`config.mk`:
```
export PLATFORM = sky130hd
export DESIGN_NAME = ss_scan_driver
export DESIGN_NICKNAME = d
export VERILOG_FILES = /design/src/rtl/ss_pkg.sv /design/src/rtl/ss_glyph_decode.sv /design/src/rtl/ss_scan_driver.sv
export SDC_FILE = /design/constraint.sdc
export NUM_CORES = 1
export LEC_CHECK = 0
export ABC_AREA = 1
export CORE_MARGIN = 4
export CORE_UTILIZATION = 55
export DETAILED_ROUTE_END_ITERATION = 7
export PLACE_DENSITY = 0.93
export SETUP_SLACK_MARGIN = 0.3
export SLEW_MARGIN = 5
export SYNTH_ARGS = -nofsm -noshare
export SYNTH_HDL_FRONTEND = slang
export SYNTH_HIERARCHICAL = 1
export SYNTH_SLANG_ARGS = --single-unit
export TNS_END_PERCENT = 10
```
`constraint.sdc`:
```
create_clock -name clk -period 3.4 [get_ports clk]
set_input_delay 0.34 -clock clk [delete_from_list [all_inputs] [get_ports clk]]
set_output_delay 0.34 -clock clk [all_outputs]
set_load 0.01 [all_outputs]
```
`src/rtl/ss_pkg.sv`:
```
`default_nettype none
// ============================================================================
// Module   : ss_pkg (package)
// Purpose  : Glyph codes, 7-segment patterns and the code->segment decode
//            function used by the multiplexed seven-segment scan driver.
//            Segment vectors are {a,b,c,d,e,f,g}, active-high.
// Revision : 1.0  initial release
// ============================================================================
package ss_pkg;

   localparam logic [3:0] GLYPH_DASH  = 4'd10;
   localparam logic [3:0] GLYPH_U     = 4'd11;
   localparam logic [3:0] GLYPH_BLANK = 4'd15;

   localparam logic [6:0] SEG_0    = 7'h7E;
   localparam logic [6:0] SEG_1    = 7'h30;
   localparam logic [6:0] SEG_2    = 7'h6D;
   localparam logic [6:0] SEG_3    = 7'h79;
   localparam logic [6:0] SEG_4    = 7'h33;
   localparam logic [6:0] SEG_5    = 7'h5B;
   localparam logic [6:0] SEG_6    = 7'h5F;
   localparam logic [6:0] SEG_7    = 7'h70;
   localparam logic [6:0] SEG_8    = 7'h7F;
   localparam logic [6:0] SEG_9    = 7'h7B;
   localparam logic [6:0] SEG_DASH = 7'h01;
   localparam logic [6:0] SEG_U    = 7'h3E;
   localparam logic [6:0] SEG_OFF  = 7'h00;

   // Codes 12..15 all render dark; GLYPH_BLANK is the canonical one.
   function automatic logic [6:0] ss_decode(input logic [3:0] code);
      case (code)
         4'd0:       ss_decode = SEG_0;
         4'd1:       ss_decode = SEG_1;
         4'd2:       ss_decode = SEG_2;
         4'd3:       ss_decode = SEG_3;
         4'd4:       ss_decode = SEG_4;
         4'd5:       ss_decode = SEG_5;
         4'd6:       ss_decode = SEG_6;
         4'd7:       ss_decode = SEG_7;
         4'd8:       ss_decode = SEG_8;
         4'd9:       ss_decode = SEG_9;
         GLYPH_DASH: ss_decode = SEG_DASH;
         GLYPH_U:    ss_decode = SEG_U;
         default:    ss_decode = SEG_OFF;
      endcase
   endfunction

endpackage
`default_nettype wire

```
`src/rtl/ss_glyph_decode.sv`:
```
`default_nettype none
// ============================================================================
// Module   : ss_glyph_decode
// Purpose  : Combinational glyph code to 7-segment pattern (active-high).
// Ports    : code [3:0] in  - glyph code
//            seg  [6:0] out - {a,b,c,d,e,f,g}, 1 = segment on
// Revision : 1.0  initial release
// ============================================================================
module ss_glyph_decode
   import ss_pkg::*;
(
   input  logic [3:0] code,
   output logic [6:0] seg
);

   assign seg = ss_decode(code);

endmodule
`default_nettype wire

```
`src/rtl/ss_scan_driver.sv`:
```
`default_nettype none
// ============================================================================
// Module   : ss_scan_driver
// Purpose  : Multiplexed seven-segment driver. Scans NUM_DIGITS glyph codes,
//            one digit per SCAN_DIV-cycle slot, with DEAD_CYC all-dark cycles
//            at the start of each slot. Inputs are latched into shadow
//            registers once per frame so a frame is always coherent.
//            Optional leading-zero suppression (LZ_BLANK) and, when the
//            macro SS_DIM_EN is defined, a 4-bit PWM brightness control.
// Ports    : clk, rst (sync, active-high)
//            data_bcd [4*N-1:0] glyph codes, digit 0 rightmost
//            dp_in, blank_in [N-1:0] decimal point / force-dark per digit
//            bright [3:0] PWM level (SS_DIM_EN only)
//            an_n [N-1:0], seg_n [6:0], dp_n  active-low pins (registered)
//            frame_start  1-cycle pulse when shadows load
// Revision : 1.0  initial release
// ============================================================================
module ss_scan_driver
   import ss_pkg::*;
#(
   parameter int NUM_DIGITS = 8,
   parameter int SCAN_DIV   = 131233,
   parameter int DEAD_CYC   = 64,
   parameter int LZ_BLANK   = 0
)(
   input  logic                    clk,
   input  logic                    rst,
   input  logic [4*NUM_DIGITS-1:0] data_bcd,
   input  logic [NUM_DIGITS-1:0]   dp_in,
   input  logic [NUM_DIGITS-1:0]   blank_in,
`ifdef SS_DIM_EN
   input  logic [3:0]              bright,
`endif
   output logic [NUM_DIGITS-1:0]   an_n,
   output logic [6:0]              seg_n,
   output logic                    dp_n,
   output logic                    frame_start
);

   localparam int IDX_W   = (NUM_DIGITS > 1) ? $clog2(NUM_DIGITS) : 1;
   localparam int PRESC_W = (SCAN_DIV > 1) ? $clog2(SCAN_DIV) : 1;

   logic [PRESC_W-1:0]      presc;
   logic [IDX_W-1:0]        idx;
   logic                    first_cyc;
   logic [4*NUM_DIGITS-1:0] data_sh;
   logic [NUM_DIGITS-1:0]   dp_sh;
   logic [NUM_DIGITS-1:0]   blank_sh;
   logic [NUM_DIGITS-1:0]   lz_dark;
   logic                    slot_end;
   logic                    last_digit;
   logic                    load;
   logic                    pwm_ok;
   logic                    lit;
   logic [3:0]              cur_code;
   logic [6:0]              cur_seg;

   assign slot_end   = (presc == PRESC_W'(SCAN_DIV - 1));
   assign last_digit = (idx == IDX_W'(NUM_DIGITS - 1));
   // first_cyc is held high through reset so the shadows pick up fresh data
   // on the very first cycle after release.
   assign load       = first_cyc || (slot_end && last_digit);

   assign cur_code = data_sh[{idx, 2'b00} +: 4];

   ss_glyph_decode u_decode (
      .code (cur_code),
      .seg  (cur_seg)
   );

   // A digit is dark when it and every higher digit hold code 0.
   // Digit 0 is never suppressed so a zero value still shows "0".
   always_comb begin
      logic run;
      lz_dark = '0;
      run     = 1'b1;
      if (LZ_BLANK != 0) begin
         for (int i = NUM_DIGITS - 1; i >= 1; i--) begin
            run        = run && (data_sh[4*i +: 4] == 4'd0);
            lz_dark[i] = run;
         end
      end
   end

`ifdef SS_DIM_EN
   logic [3:0] pwm_cnt;

   always_ff @(posedge clk) begin
      if (rst) begin
         pwm_cnt <= 4'd0;
      end else begin
         pwm_cnt <= pwm_cnt + 4'd1;
      end
   end

   assign pwm_ok = (pwm_cnt <= bright);
`else
   assign pwm_ok = 1'b1;
`endif

   assign lit = (presc >= PRESC_W'(DEAD_CYC)) && !blank_sh[idx] &&
                !lz_dark[idx] && pwm_ok;

   always_ff @(posedge clk) begin
      if (rst) begin
         presc       <= '0;
         idx         <= '0;
         first_cyc   <= 1'b1;
         data_sh     <= '0;
         dp_sh       <= '0;
         blank_sh    <= '0;
         an_n        <= '1;
         seg_n       <= 7'h7F;
         dp_n        <= 1'b1;
         frame_start <= 1'b0;
      end else begin
         first_cyc <= 1'b0;

         if (slot_end) begin
            presc <= '0;
            idx   <= last_digit ? '0 : idx + 1'b1;
         end else begin
            presc <= presc + 1'b1;
         end

         if (load) begin
            data_sh  <= data_bcd;
            dp_sh    <= dp_in;
            blank_sh <= blank_in;
         end
         frame_start <= load;

         // Anode and segments are registered together so the pins never
         // show one digit's anode with another digit's pattern.
         an_n <= '1;
         if (lit) begin
            an_n[idx] <= 1'b0;
            seg_n     <= ~cur_seg;
            dp_n      <= ~dp_sh[idx];
         end else begin
            seg_n     <= 7'h7F;
            dp_n      <= 1'b1;
         end
      end
   end

endmodule
`default_nettype wire

```
Yosys cells after proc, flatten, opt, wreduce, memory -nomap -nowiden
Memory sizes are Yosys's and may differ from the RTL's. A register that Yosys moved wholly into a read port is not among the register bits.
Index checks and enable logic that the tools add are counted.
{ "word_totals": {"ff_bits": 87, "in_bits": 50, "romBits": 120, "out_inout_bits": 17, "ram_bits": 0, "memories": 2, "latchBits": 0, "elab_cells": 44} }
{ "classes": {"magnitude_cmp": 3, "eq_ne": 2, "shifts": 1, "muxes": 11, "div": 0, "bitwise_logic": 4, "addsub": 2, "n_mul": 0, "n_reduce_logical": 9} }
{ "memory_table": {"columns": ["memory", "depth", "word_bits", "rd", "rd_ports_with_merged_regs", "write_ports", "line", "rtl"], "rows": [
  ["(no name shown)", 16, 7, 1, 0, 0, "ss_pkg.sv:31", "case (code)"],
  ["(no name shown)", 8, 1, 1, 1, 0, "ss_scan_driver.sv:102", "!lz_dark[idx] && pwm_ok;"]
]} }
{ "op_table": {"columns": ["operator", "count"], "rows": [
  ["32-bit by 6-bit indexed part select with 4-bit output", 1],
  ["18-bit by 1-bit adder with 18-bit output, second input constant", 1],
  ["18-bit equality test, second input constant", 1],
  ["18-bit by 7-bit greater-or-equal comparator with 1-bit output, second input constant", 1],
  ["3-bit 2-to-1 mux", 3],
  ["8-bit NOT", 1],
  ["7-bit NOT", 1],
  ["1-bit binary-select mux with 3-bit select", 2],
  ["1-bit 2-to-1 mux", 5],
  ["1-bit logical AND", 4],
  ["3-bit by 4-bit less-than comparator with 1-bit output, second input constant", 1],
  ["2-bit OR reduction", 2],
  ["3-bit by 1-bit adder with 3-bit output, second input constant", 1],
  ["1-bit demux with 3-bit select", 1],
  ["3-bit equality test, second input constant", 1],
  ["3-bit by 1-bit greater-or-equal comparator with 1-bit output, second input constant", 1],
  ["1-bit zero test", 2],
  ["1-bit NOT", 2],
  ["1-bit logical OR", 1]
]} }

Longest topological paths before layout
{ "depth": {"depth_word": 7, "ltp_mapped": 11, "depth_no_buf": 11} }

Cells and area by module
Netlist, hierarchy kept.
{ "by_module_without_submodules": {"columns": ["module", "area_per_inst_um2", "n_inst", "seq_area_each_um2", "cells_per_inst"], "rows": [
  ["ss_scan_driver", 4121.5, 1, 1741.7, 575],
  ["ss_glyph_decode", 217.7, 1, 0.0, 37]
]} }

Worst setup path after synthesis
OpenSTA, ideal clock, no wires.
{ "synth_timing": {"path_type": "flip-flop to flip-flop", "from": "reg idx[1]", "to": "reg seg_n[2]", "t_required_ns": 3.280, "period_less_slack_ns": 1.892, "setup_slack_ns": 1.508, "path_buffers": 0, "stages_incl_launch_ff": 12, "t_arrival_ns": 1.771, "cell_sequence": "dfxtp_1 inv_2 nand3_1 inv_1 a22oi_1 nand4_1 inv_1 ha_1 nor2_1 nand2_1 nand3_1 nand2_1"} }
{ "synth_lines": {"columns": ["item", "line", "rtl"], "rows": [
  ["start, declared", "ss_scan_driver.sv:44", "logic [IDX_W-1:0] idx;"],
  ["start signal, assigned", "ss_scan_driver.sv:121", "idx <= last_digit ? '0 : idx + 1'b1;"],
  ["32-bit by 6-bit indexed part select with 4-bit output", "ss_scan_driver.sv:64", "assign cur_code = data_sh[{idx, 2'b00} +: 4];"],
  ["named net cur_code[1]", "ss_scan_driver.sv:55", "logic [3:0] cur_code;"],
  ["memory 16 x 7 bit", null, null],
  ["named net cur_seg[2]", "ss_scan_driver.sv:56", "logic [6:0] cur_seg;"],
  ["7-bit NOT", "ss_scan_driver.sv:138", "seg_n <= ~cur_seg;"],
  ["end signal, assigned", "ss_scan_driver.sv:138", null],
  ["end, declared", "ss_scan_driver.sv:35", "output logic [6:0] seg_n,"]
]} }
The timed path passes the listed nets, and every way through them passes these cells. The select of a mux whose other input is x is not followed.
A chain may end at the register's enable or synchronous reset.

Final worst setup path
{ "layout_timing": {"from": "reg idx[0]", "to": "reg seg_n[2]"} }
Same word-level chain as after synthesis.

==> flow_summary_export.csv <==
group,metric,value,unit
power_and_ir_drop,powerDensity,402,nW/um^2
place,gp_congestion,0.944,
die,placementRows,32,
clock_network,cts_setup_buffers,0,
sta,hold_violations,0,
global_route,top_usage_layer,"met2",
clock_network,post_cts_resized,0,
power_and_ir_drop,power.switching,0.000549,W
global_route,use_met3,5.19,%
power_and_ir_drop,seqPwrFrac,51.5,%
final_layout,area_growth,20.5,%
synthesis,synth_area_per_cell,7.09,um^2
synthesis,synth_compound_area_share,13.1,%
drt,firstDrtPassIters,6,
synthesis,synth_top_family_by_area,"simple AND/OR/NAND/NOR gates",
sta,final.min_clock_period,2.41,ns
critical_path,reg2reg_to,"seg_n[2]",
die,io_pins,67,
die,initial_core_util,56.4,%
critical_path,rr_worst_depth,11,
synthesis,syn_inst,612,
run_status,status,"completed",
sta,fin_ws,0.995,ns
synthesis,synth_nets,672,
power_and_ir_drop,internal-power,0.00155,W
synthesis,synth-seq-cells,87,
final_layout,fillerInstances,630,
synthesis,yosys-top-cells-area,"dfxtp_1 40%, nand2_1 9.5%, nand3_1 8.0%, nor2_1 8.0%, inv_1 6.6%",
synthesis,ys_warn_count,6,
final_layout,final_cell_mix,"110 x nand2_1, 92 x nor2_1, 87 x dfxtp_1",
final_layout,drive_gt1_share,11.9,%
critical_path,end_kind,"flip-flop",
die,die_area,9370,um^2
clock_network,cts.clk_slew.worst_paths,0.09,ns
critical_path,crit_path_start_kind,"flip-flop",
sta,fmax,416,MHz
worst_hold_path,hold_start,"presc[14]",
critical_path,path_class,"reg2reg",
drt,routed_wl,10300,um
clock_network,cts_max_level,3,
place,place_ws,1.07,ns
clock_network,root_buffer,"clkbuf_8",
die,die_h,96.8,um
die,die_w,96.8,um
clock_network,clkLatencyLatePin,0.37,ns
global_route,grt_usage,21.8,%
clock_network,cts.sinks,87,
synthesis,synth-xor-area-share,1.21,%
final_layout,layout_commonest_cell,"nand2_1",
synthesis,yosysUniqueCellTypes,29,
sta,setup_tns,0,ns
sta,maxSlewViolCount,0,
drt,drt-vias-per-instance,5.34,
final_layout,seqCellArea,1740,um^2
place,numPortBuffers,66,
clock_network,ctsHoldBuffers,0,
clock_network,cts-buffers-inserted,9,
critical_path,worstPathMaxFanout,12,
clock_network,cts_tree,"built",
drt,drtAntennaViolNets,0,
sta,grt_setup_unrepaired,"false",
drt,drt_iter0_drc,397,
critical_path,reg2reg_slack,0.99,ns
global_route,grt_pass1_vias,3767,
synthesis,mappedNetlistArea,4340,um^2
worst_hold_path,min_delay_path_depth,2,
critical_path,cp.required,3.65,ns
sta,slew_headroom,42.8,%
drt,post_drt_wl_per_cell,13.4,um
critical_path,reg2reg_from,"idx[0]",
final_layout,multi_input_area,2120,um^2
synthesis,yosys.area_share.simple,31.6,%
final_layout,fin_nets,725,
drt,remaining_drc_errors,0,
sta,fin_crit_sh,70.7,%
global_route,grt_pass1_wl,17200,um
power_and_ir_drop,ir_worst_vdd,396,uV
place,dp_hpwl,7310,um
synthesis,yosysSeqAreaShare,40.1,%
synthesis,synth_mux_area_share,0,%
synthesis,yosys.area.top_type_share,40.1,%
sta,finalSetupViolCount,0,
flow_run,cap_violations,0,
global_route,grt_overflow,0,
sta,hold_ws,0.508,ns
worst_hold_path,min_to,"presc[14]",
drt,via_count,4121,
synthesis,yosys.area.top_type,"dfxtp_1",
power_and_ir_drop,pwr-share-clk,36.3,%
worst_hold_path,hp-class,"reg2reg",
global_route,use_met1,27.2,%
die,core_area,7690,um^2
power_and_ir_drop,p_leak,2.21,nW
global_route,grt_start_max_net_pins,51,
final_layout,antenna_cells,0,
critical_path,worstPathArrival,2.65,ns
global_route,grt_use_met2,37.3,%
clock_network,clock_path_buffers,2,
sta,fin_skew,0.00983,ns
power_and_ir_drop,p_comb_share,12.2,%
power_and_ir_drop,sw_frac_of_total,26.1,%
synthesis,synthAdderAreaFrac,2.88,%
sta,worst_slew_pin_slew,0.854,ns
global_route,antenna_found_initial,0,
cell families (layout without fill, tap and decap cells):
kind of cell,count (synthesis),in the layout
compound gates,87,87
fa+ha+maj,10,10
buf+inv,113,171
xor+xnor,6,6
flops,87,87
simple gates,309,309
power by group through the flow:
| stage | combinational, W | clock [W] | sequential, W |
|---|---|---|---|
| 4_1_cts | 0.000256 | 0.000769 | 0.00108 |
| 6_report | 0.000257 | 0.000763 | 0.00108 |
| 5_1_grt | 0.000288 | 0.000804 | 0.00109 |
| 3_5_place_dp | 0.000253 | 0 | 0.00111 |
| 3_3_place_gp | 0.000242 | 0 | 0.00110 |
| 2_1_floorplan | 0.000156 | 0 | 0.00110 |
synth_stat cells:
| cell | n |
|---|---|
| o21ai_0 | 5 |
| nor2_2 | 2 |
| nand3b_1 | 4 |
| inv_2 | 8 |
| clkbuf_1 | 9 |
| buf_1 | 6 |
| nand2_1 | 110 |
| a21oi_1 | 35 |
| inv_1 | 76 |
| nand3_1 | 69 |
| o21ai_1 | 1 |
| o211ai_1 | 1 |
| nor3_1 | 7 |
| buf_6 | 6 |
| nor2_1 | 92 |
| nand2_2 | 11 |
| a22oi_1 | 3 |
| ha_1 | 10 |
| nor2_4 | 2 |
| dfxtp_1 | 87 |
| a21oi_2 | 29 |
| o22ai_1 | 13 |
| xnor2_1 | 1 |
| buf_2 | 8 |
| nand3_2 | 3 |
| nand3_4 | 1 |
| nand4_1 | 5 |
| xor2_1 | 5 |
| or2_2 | 3 |
how the worst max path moves through the flow:
stage	from	to	slack, ns	cells after the start
CTS	idx[0]	seg_n[2]	1.06	11
detailed placement	idx[0]	seg_n[2]	1.07	11
finish	idx[0]	seg_n[2]	0.99	11
floorplan	idx[1]	seg_n[2]	1.51	11
global placement	idx[0]	seg_n[2]	1.21	11
global route	idx[0]	seg_n[6]	0.72	9
state kept, by name, indices dropped and copies added (netlist names):
register	cells
an_n	8
blank_sh	8
data_sh	32
dp_n	1
dp_sh	8
first_cyc	1
frame_start	1
idx	3
presc	18
seg_n	7
cell type report:
type | count | area share (%)
clock buffer | 10 | 2.63
clock inverter | 6 | 1.44
inverter | 84 | 6.06
multi-input combinational | 412 | 40.5
sequential | 87 | 33.3
tap | 102 | 2.44
timing repair buffer | 71 | 13.6
routing by layer:
| layer | part of all wire (%) | vias up |
|---|---|---|
| li1 | - | 2056 |
| met1 | 41 | 1876 |
| met2 | 49 | 167 |
| met3 | 7.9 | 22 |
| met4 | 1.6 | 0 |
| met5 | 0 | - |
critical path: stages (launching register included):
cell,delay [ns]
dfxtp_1,0.58
inv_1,0.17
nand3_1,0.28
o22ai_1,0.11
nor2_1,0.12
nand4_1,0.22
inv_1,0.20
ha_1,0.28
nor2_1,0.11
nand2_1,0.07
nand3_1,0.08
nand2_1,0.05
metrics by stage:
stage	total power [W]	instance area (um^2)	util [%]	instances
after global routing	0.00218	5230	68.0	772
after floorplan	0.00126	4340	-	612
final	0.00210	5230	68.0	772
after global placement	0.00135	5010	65.2	756
after CTS	0.00211	5230	68.0	772
after detailed placement	0.00136	5010	65.2	756
(Power assumes the default switching activity.)
